==> config.mk <==
export PLATFORM = sky130hd
export DESIGN_NAME = buffer_mult_seq
export DESIGN_NICKNAME = d
export VERILOG_FILES = /design/src/rtl/buffer_mult_seq.sv
export SDC_FILE = /design/constraint.sdc
export NUM_CORES = 1
export LEC_CHECK = 0
export ABC_AREA = 1
export CAP_MARGIN = 10
export CELL_PAD_IN_SITES_DETAIL_PLACEMENT = 0
export CELL_PAD_IN_SITES_GLOBAL_PLACEMENT = 1
export CORE_AREA = 4 4 117 119
export DETAILED_ROUTE_END_ITERATION = 8
export DIE_AREA = 0 0 121 123
export PLACE_DENSITY = 0.86
export SYNTH_ARGS = -nofsm -noshare
export SYNTH_HDL_FRONTEND = slang
export SYNTH_SLANG_ARGS = --single-unit
==> constraint.sdc <==
create_clock -name clk -period 1.6 [get_ports clk]
set_input_delay 0.16 -clock clk [delete_from_list [all_inputs] [get_ports clk]]
set_output_delay 0.16 -clock clk [all_outputs]
set_load 0.005 [all_outputs]
==> src/rtl/buffer_mult_seq.sv <==
// Command sequencer for one buffer_mult instance.
// Loads weights into the buffer and runs signed dot-products over it.
module buffer_mult_seq #(
    parameter int DEPTH    = 16,
    parameter int DW       = 8,
    parameter int ACC_W    = 12,
    parameter int MULT_LAT = 1,
    localparam int AW      = $clog2(DEPTH)
) (
    input  logic             clk,
    input  logic             reset,
    input  logic             cmd_valid,
    input  logic             cmd_op,
    input  logic [AW:0]      cmd_len,
    output logic             cmd_ready,
    input  logic             w_valid,
    input  logic [DW-1:0]    w_data,
    output logic             w_ready,
    input  logic             a_valid,
    input  logic [DW-1:0]    a_data,
    output logic             a_ready,
    output logic [DW-1:0]    buf_A,
    output logic [DW-1:0]    buf_wrb_data,
    output logic [AW-1:0]    buf_wrb_addr,
    output logic             buf_wrb,
    output logic [AW-1:0]    buf_rdb_addr,
    input  logic [DW-1:0]    buf_data_out,
    output logic             res_valid,
    output logic [ACC_W-1:0] res_data,
    output logic             done,
    output logic             err,
    output logic             busy
);

    localparam logic [AW:0] LEN_MAX = (AW+1)'(DEPTH);
    localparam logic [AW:0] ONE     = {{AW{1'b0}}, 1'b1};

    typedef enum logic [2:0] {
        S_IDLE,
        S_LOAD,
        S_RUN,
        S_DRAIN,
        S_FIN
    } state_t;

    state_t state;
    state_t state_nxt;

    logic [AW:0]             len_q;
    logic [AW:0]             loaded_len;
    logic [AW:0]             wcnt;
    logic [AW:0]             icnt;
    logic [AW:0]             ocnt;
    logic                    op_q;
    logic signed [ACC_W-1:0] acc;
    logic signed [ACC_W-1:0] res_q;
    logic signed [ACC_W-1:0] prod_ext;
    logic [MULT_LAT-1:0]     pipe;

    logic cmd_hs;
    logic len_ok;
    logic go_load;
    logic go_run;
    logic cmd_bad;
    logic w_hs;
    logic a_hs;
    logic last_w;
    logic last_a;
    logic pipe_out;
    logic drain_done;

    assign cmd_ready = (state == S_IDLE);
    assign busy      = (state != S_IDLE);
    assign w_ready   = (state == S_LOAD);
    assign a_ready   = (state == S_RUN) && (icnt < len_q);
    assign done      = (state == S_FIN);
    assign res_valid = (state == S_FIN) && op_q;
    assign res_data  = res_q;
    assign prod_ext  = {{(ACC_W-DW){buf_data_out[DW-1]}}, buf_data_out};

    // Command legality, stream handshakes and completion conditions.
    always_comb begin
        len_ok     = (cmd_len != '0) && (cmd_len <= LEN_MAX);
        cmd_hs     = (state == S_IDLE) && cmd_valid;
        go_load    = 1'b0;
        go_run     = 1'b0;
        unique case (1'b1)
            (cmd_hs && !cmd_op): go_load = len_ok;
            (cmd_hs && cmd_op):  go_run  = len_ok && (cmd_len <= loaded_len);
            default: ;
        endcase
        cmd_bad    = cmd_hs && !go_load && !go_run;
        w_hs       = w_valid && w_ready;
        a_hs       = a_valid && a_ready;
        last_w     = w_hs && ((wcnt + ONE) == len_q);
        last_a     = a_hs && ((icnt + ONE) == len_q);
        pipe_out   = pipe[MULT_LAT-1];
        drain_done = (ocnt == len_q);
    end

    // State register.
    always_ff @(posedge clk) begin
        if (reset) begin
            state <= S_IDLE;
        end else begin
            state <= state_nxt;
        end
    end

    // Next-state logic.
    always_comb begin
        state_nxt = state;
        case (state)
            S_IDLE: begin
                unique case (1'b1)
                    go_load: state_nxt = S_LOAD;
                    go_run:  state_nxt = S_RUN;
                    default: state_nxt = S_IDLE;
                endcase
            end
            S_LOAD: begin
                if (last_w) begin
                    state_nxt = S_FIN;
                end
            end
            S_RUN: begin
                if (last_a) begin
                    state_nxt = S_DRAIN;
                end
            end
            S_DRAIN: begin
                if (drain_done) begin
                    state_nxt = S_FIN;
                end
            end
            S_FIN: begin
                state_nxt = S_IDLE;
            end
            default: begin
                state_nxt = S_IDLE;
            end
        endcase
    end

    // Command latch, stream counters and the loaded-length record.
    always_ff @(posedge clk) begin
        if (reset) begin
            len_q      <= '0;
            op_q       <= 1'b0;
            wcnt       <= '0;
            icnt       <= '0;
            ocnt       <= '0;
            loaded_len <= '0;
            err        <= 1'b0;
        end else begin
            err <= cmd_bad;
            if (go_load || go_run) begin
                len_q <= cmd_len;
                op_q  <= cmd_op;
                wcnt  <= '0;
                icnt  <= '0;
                ocnt  <= '0;
            end else begin
                if (w_hs) begin
                    wcnt <= wcnt + ONE;
                end
                if (a_hs) begin
                    icnt <= icnt + ONE;
                end
                if (pipe_out) begin
                    ocnt <= ocnt + ONE;
                end
            end
            if (last_w) begin
                loaded_len <= len_q;
            end
        end
    end

    // Buffer write port, registered one cycle after each weight handshake.
    always_ff @(posedge clk) begin
        if (reset) begin
            buf_wrb      <= 1'b0;
            buf_wrb_addr <= '0;
            buf_wrb_data <= '0;
        end else begin
            buf_wrb <= w_hs;
            if (w_hs) begin
                buf_wrb_addr <= wcnt[AW-1:0];
                buf_wrb_data <= w_data;
            end
        end
    end

    // Buffer read port and multiplier operand; hold while the stream stalls.
    always_ff @(posedge clk) begin
        if (reset) begin
            buf_rdb_addr <= '0;
            buf_A        <= '0;
        end else if (a_hs) begin
            buf_rdb_addr <= icnt[AW-1:0];
            buf_A        <= a_data;
        end
    end

    // Issue pipe tracks which cycles carry a real product back from the buffer.
    always_ff @(posedge clk) begin
        if (reset) begin
            pipe <= '0;
        end else begin
            pipe[0] <= a_hs;
            for (int i = 1; i < MULT_LAT; i++) begin
                pipe[i] <= pipe[i-1];
            end
        end
    end

    // Accumulator and the result register that holds between runs.
    always_ff @(posedge clk) begin
        if (reset) begin
            acc   <= '0;
            res_q <= '0;
        end else begin
            if (go_run) begin
                acc <= '0;
            end else if (pipe_out) begin
                acc <= acc + prod_ext;
            end
            if ((state == S_DRAIN) && drain_done) begin
                res_q <= acc;
            end
        end
    end

endmodule

==> key figures <==
STA
  – Portion of the clock cycle consumed by the worst path in the final layout: 1.07
  – Final-report hold violation count: 0
  – Max Clock Freq: 587 MHz
  – Number of setup violations in the final report: 41
  – Setup TNS Final: -1870 ps
  – Least-Margin Pin Slew: 495 ps
  – Max Clock Skew: 7.81 ps
  – Count of final max-slew check failures: 0
  – Setup repair after global routing missed its margin: yes
  – Worst relative slew slack: 0.670
  – Slack of the critical path: -104 ps
  – Minimum clock period after layout: 1700 ps

Layout
  – Number of diodes: 0
  – Layout cells sized above 1: 0.348
  – Commonest non-fill, non-tap cell in the layout: sky130_fd_sc_hd__nor2_1
  – Fin nets: 786
  – Number of fillers in the final layout: 1158
  – Fin util: 0.529
  – FF/Latch Area: approximately 0.0016 sq mm
  – Post-synthesis to final-layout area growth: 58.2%
  – Multi-input gate area: 0.00272 sq mm
  – Commonest non-fill, non-tap cells in the layout: 92 x sky130_fd_sc_hd__nor2_1, 81 x sky130_fd_sc_hd__nand2_1, 70 x sky130_fd_sc_hd__clkdlybuf4s50_1, 61 x sky130_fd_sc_hd__buf_4, 60 x sky130_fd_sc_hd__dfxtp_1

Power and ir drop
  – Worst vdd rail ir drop: just over 0.5 mV
  – Switching fraction of total power: 0.327
  – Final total power: 0.00668 W
  – Proportion of power drawn by the clock network: 0.282
  – Total internal power: around 0.0045 W
  – Power density of the placed cells: 1000 mW/mm^2
  – Combinational share of power: 0.354
  – Sequential group share of total power: 0.364
  – Static leakage: 2.83 nW
  – Switching power total: 0.00218 W

Drt
  – Final ANT Viol Nets: 0
  – Via density: 4.77
  – Wire per inst: ~14 um
  – Number of remaining DRC errors: 0
  – DR vias: 4304
  – Routed wire length: 13000 um
  – Starting DRC count in detailed routing: 328
  – Detailed Routing Iterations Pass 1: 7

Logic synthesis
  – Synthesized-area fraction occupied by adder cells: 0.0762
  – Synthesized-area fraction occupied by and/or/nand/nor cells: 0.275
  – Top FF cell, synth: sky130_fd_sc_hd__dfxtp_1
  – Sequential area share after synthesis: 0.381
  – Synth warn: 0
  – Main combinational cell family by area after synthesis: simple AND/OR/NAND/NOR gates
  – Combined area of all synthesized cells: 0.00420 sq mm
  – Total of flip-flops plus latches after synthesis: 80
  – EDFF count, synth: 0
  – Net count after synthesis: 636
  – Synth Area in Compound Gates: 0.143
  – Gate count after technology mapping: between 500 and 600
  – Average footprint of a synthesized cell: 7.30 sq um
  – Area share of xor/xnor cells in the synthesized design: 0.0351
  – Count of different cell masters after synthesis: 39
  – Share of flip-flops with an asynchronous set or reset: 0
  – Portion of netlist area occupied by mux cells: 0

GRT
  – Pin count of the biggest net entering global routing: 37
  – Routing layer with the top usage in global route: met2
  – Via count of the first global-routing pass: 4065
  – Overflow left after global routing: 0
  – Initial antenna violation count: 0
  – Aggregate global-route resource usage: 0.161
  – Global-route wire length before repair: ~19000 um
  – GRT met2 Usage: 0.262
  – GRT met3 Usage: 0.0425
  – Grt met1 use: 0.211

Status
  – Status: finished, violations left
  – Violations in the final reports: setup timing

Floorplanning
  – Site row count: 41
  – Initial Utilization: 0.334
  – Die Width: 121 um
  – Area of the die: 0.0149 sq mm
  – Die extent in y: 123 um
  – Area of the core: between 0.01 and 0.015 sq mm
  – I/O pins: 79

Setup path
  – Worst Path Class, Setup: register to register
  – Nature of the critical path startpoint: register
  – Max Fanout on Critical Path: 15
  – Nature of the critical path endpoint: register
  – Data arrival time at the worst-slack endpoint: approximately 2000 ps
  – Req. time, crit path: 1850 ps
  – Setup slack on the worst flop-to-flop path: -100 ps

Flow run
  – Max-capacitance violation count: 0

Clock tree
  – CTS tree: done
  – Clock-pin slew of the registers on the worst-case setup and hold paths: 60 ps
  – Number of H-tree levels: 3
  – Worst-Skew Late Latency: 340 ps
  – Master cell of the clock root buffer: sky130_fd_sc_hd__clkbuf_16
  – Clock tree sinks: 80
  – Hold buffer count at CTS: 0
  – TritonCTS buffer count: 9
  – CTS max path bufs: 2

Place
  – Placer's final routability congestion estimate: 0.858
  – Port Buf Inserts: 78
  – Worst slack at placement: -418 ps
  – Half-perimeter wire length after detailed placement: 8550 um

Worst hold path
  – Type of the most critical hold path: primary input to register
## cell families after synthesis
family / after synthesis
AND/OR/NAND/NOR: 261
AO/OA/AOI/OAI: 109
buffers and inverters: 85
adder cells (fa/ha/maj): 25
XOR/XNOR: 16
flip-flops: 80
## state kept, by name (all words and copies together) (netlist names), 3 cells and up
register	cells
ocnt	5
len_q	5
loaded_len	5
acc	12
buf_A	8
buf_wrb_data	8
buf_rdb_addr	4
buf_wrb_addr	4
wcnt	5
state	3
res_data	12
icnt	5
## power by group through the flow
stage                     Clock [W]  Combinational (W)  Sequential (W)
after floorplan                   0            0.00102         0.00240
after global routing        0.00201            0.00260         0.00246
after CTS                   0.00193            0.00213         0.00241
final                       0.00188            0.00237         0.00243
after detailed placement          0            0.00194         0.00241
after global placement            0            0.00191         0.00240
## stage by stage
stage	cell area (sq um)	instances	hold slack, ps
2_1_floorplan	4250	576	227
3_3_place_gp	5640	870	451
3_5_place_dp	5640	870	457
4_1_cts	6220	894	397
5_1_grt	6650	902	411
6_report	6650	902	409
## worst max-delay path, cell delays in order (launching register included)
cell                       delay [ps]
sky130_fd_sc_hd__dfxtp_2          330
sky130_fd_sc_hd__inv_2             50
sky130_fd_sc_hd__ha_1             280
sky130_fd_sc_hd__nand2_2           60
sky130_fd_sc_hd__nor2_2            90
sky130_fd_sc_hd__nand2_1           50
sky130_fd_sc_hd__nand3_1           90
sky130_fd_sc_hd__nand2_2           90
sky130_fd_sc_hd__o21ai_4          170
sky130_fd_sc_hd__nand2_2           90
sky130_fd_sc_hd__buf_12           160
sky130_fd_sc_hd__a211oi_2         140
## layout make-up
class / instances / area share
multi-input combinational: 411 / 0.409
sequential: 80 / 0.246
timing repair inverter: 1 / 0.000941
inverter: 65 / 0.0405
timing repair buffer: 158 / 0.231
clock buffer: 11 / 0.0365
tap: 172 / 0.0324
clock inverter: 4 / 0.00339
## final timing paths
| kind | startpoint | end | cells after the start |
|---|---|---|---|
| max | loaded_len[3] | wcnt[2] | 11 |
| min | a_data[4] | buf_A[4] | 3 |
| max reg2reg | loaded_len[3] | wcnt[2] | 11 |
| min reg2reg | op_q | op_q | 2 |
## metal layers
layer	wire length [um]	vias to the layer above	share of wire
li1	-	2183	-
met1	5850	1978	0.45
met2	6220	127	0.48
met3	746	16	0.057
met4	167	0	0.013
met5	0	-	0
## cells in the mapped netlist, types with 2 or more instances
library cell | count | area share
sky130_fd_sc_hd__nand3_2 | 3 | 0.0071
sky130_fd_sc_hd__a21oi_2 | 4 | 0.0083
sky130_fd_sc_hd__nor3_1 | 8 | 0.0095
sky130_fd_sc_hd__a211oi_1 | 7 | 0.013
sky130_fd_sc_hd__inv_1 | 57 | 0.051
sky130_fd_sc_hd__a21oi_1 | 39 | 0.046
sky130_fd_sc_hd__inv_2 | 7 | 0.0063
sky130_fd_sc_hd__buf_6 | 2 | 0.0054
sky130_fd_sc_hd__nand2_1 | 93 | 0.083
sky130_fd_sc_hd__clkbuf_1 | 5 | 0.0045
sky130_fd_sc_hd__o21ai_0 | 41 | 0.049
sky130_fd_sc_hd__xnor2_1 | 5 | 0.010
sky130_fd_sc_hd__nor2_1 | 98 | 0.088
sky130_fd_sc_hd__nand3_1 | 26 | 0.031
sky130_fd_sc_hd__nor2_4 | 4 | 0.011
sky130_fd_sc_hd__o21ai_1 | 11 | 0.013
sky130_fd_sc_hd__dfxtp_1 | 80 | 0.38
sky130_fd_sc_hd__xor2_1 | 10 | 0.021
sky130_fd_sc_hd__buf_4 | 4 | 0.0071
sky130_fd_sc_hd__buf_2 | 8 | 0.0095
sky130_fd_sc_hd__nand2_2 | 6 | 0.0089
sky130_fd_sc_hd__ha_1 | 24 | 0.071
sky130_fd_sc_hd__nor2_2 | 3 | 0.0045
sky130_fd_sc_hd__o21bai_1 | 3 | 0.0054
sky130_fd_sc_hd__and2_1 | 2 | 0.0030
sky130_fd_sc_hd__nor3b_1 | 2 | 0.0036
sky130_fd_sc_hd__nand4_1 | 12 | 0.018
## what timing repair did
action	in CTS	in global routing
endpoints found under the setup margin	55	68
resized for setup	80	104
setup buffers	9	5
pin swaps	23	34
gates cloned	1	4
hold endpoints to repair	0	0
Note: power is estimated with default switching activity, not from simulation.
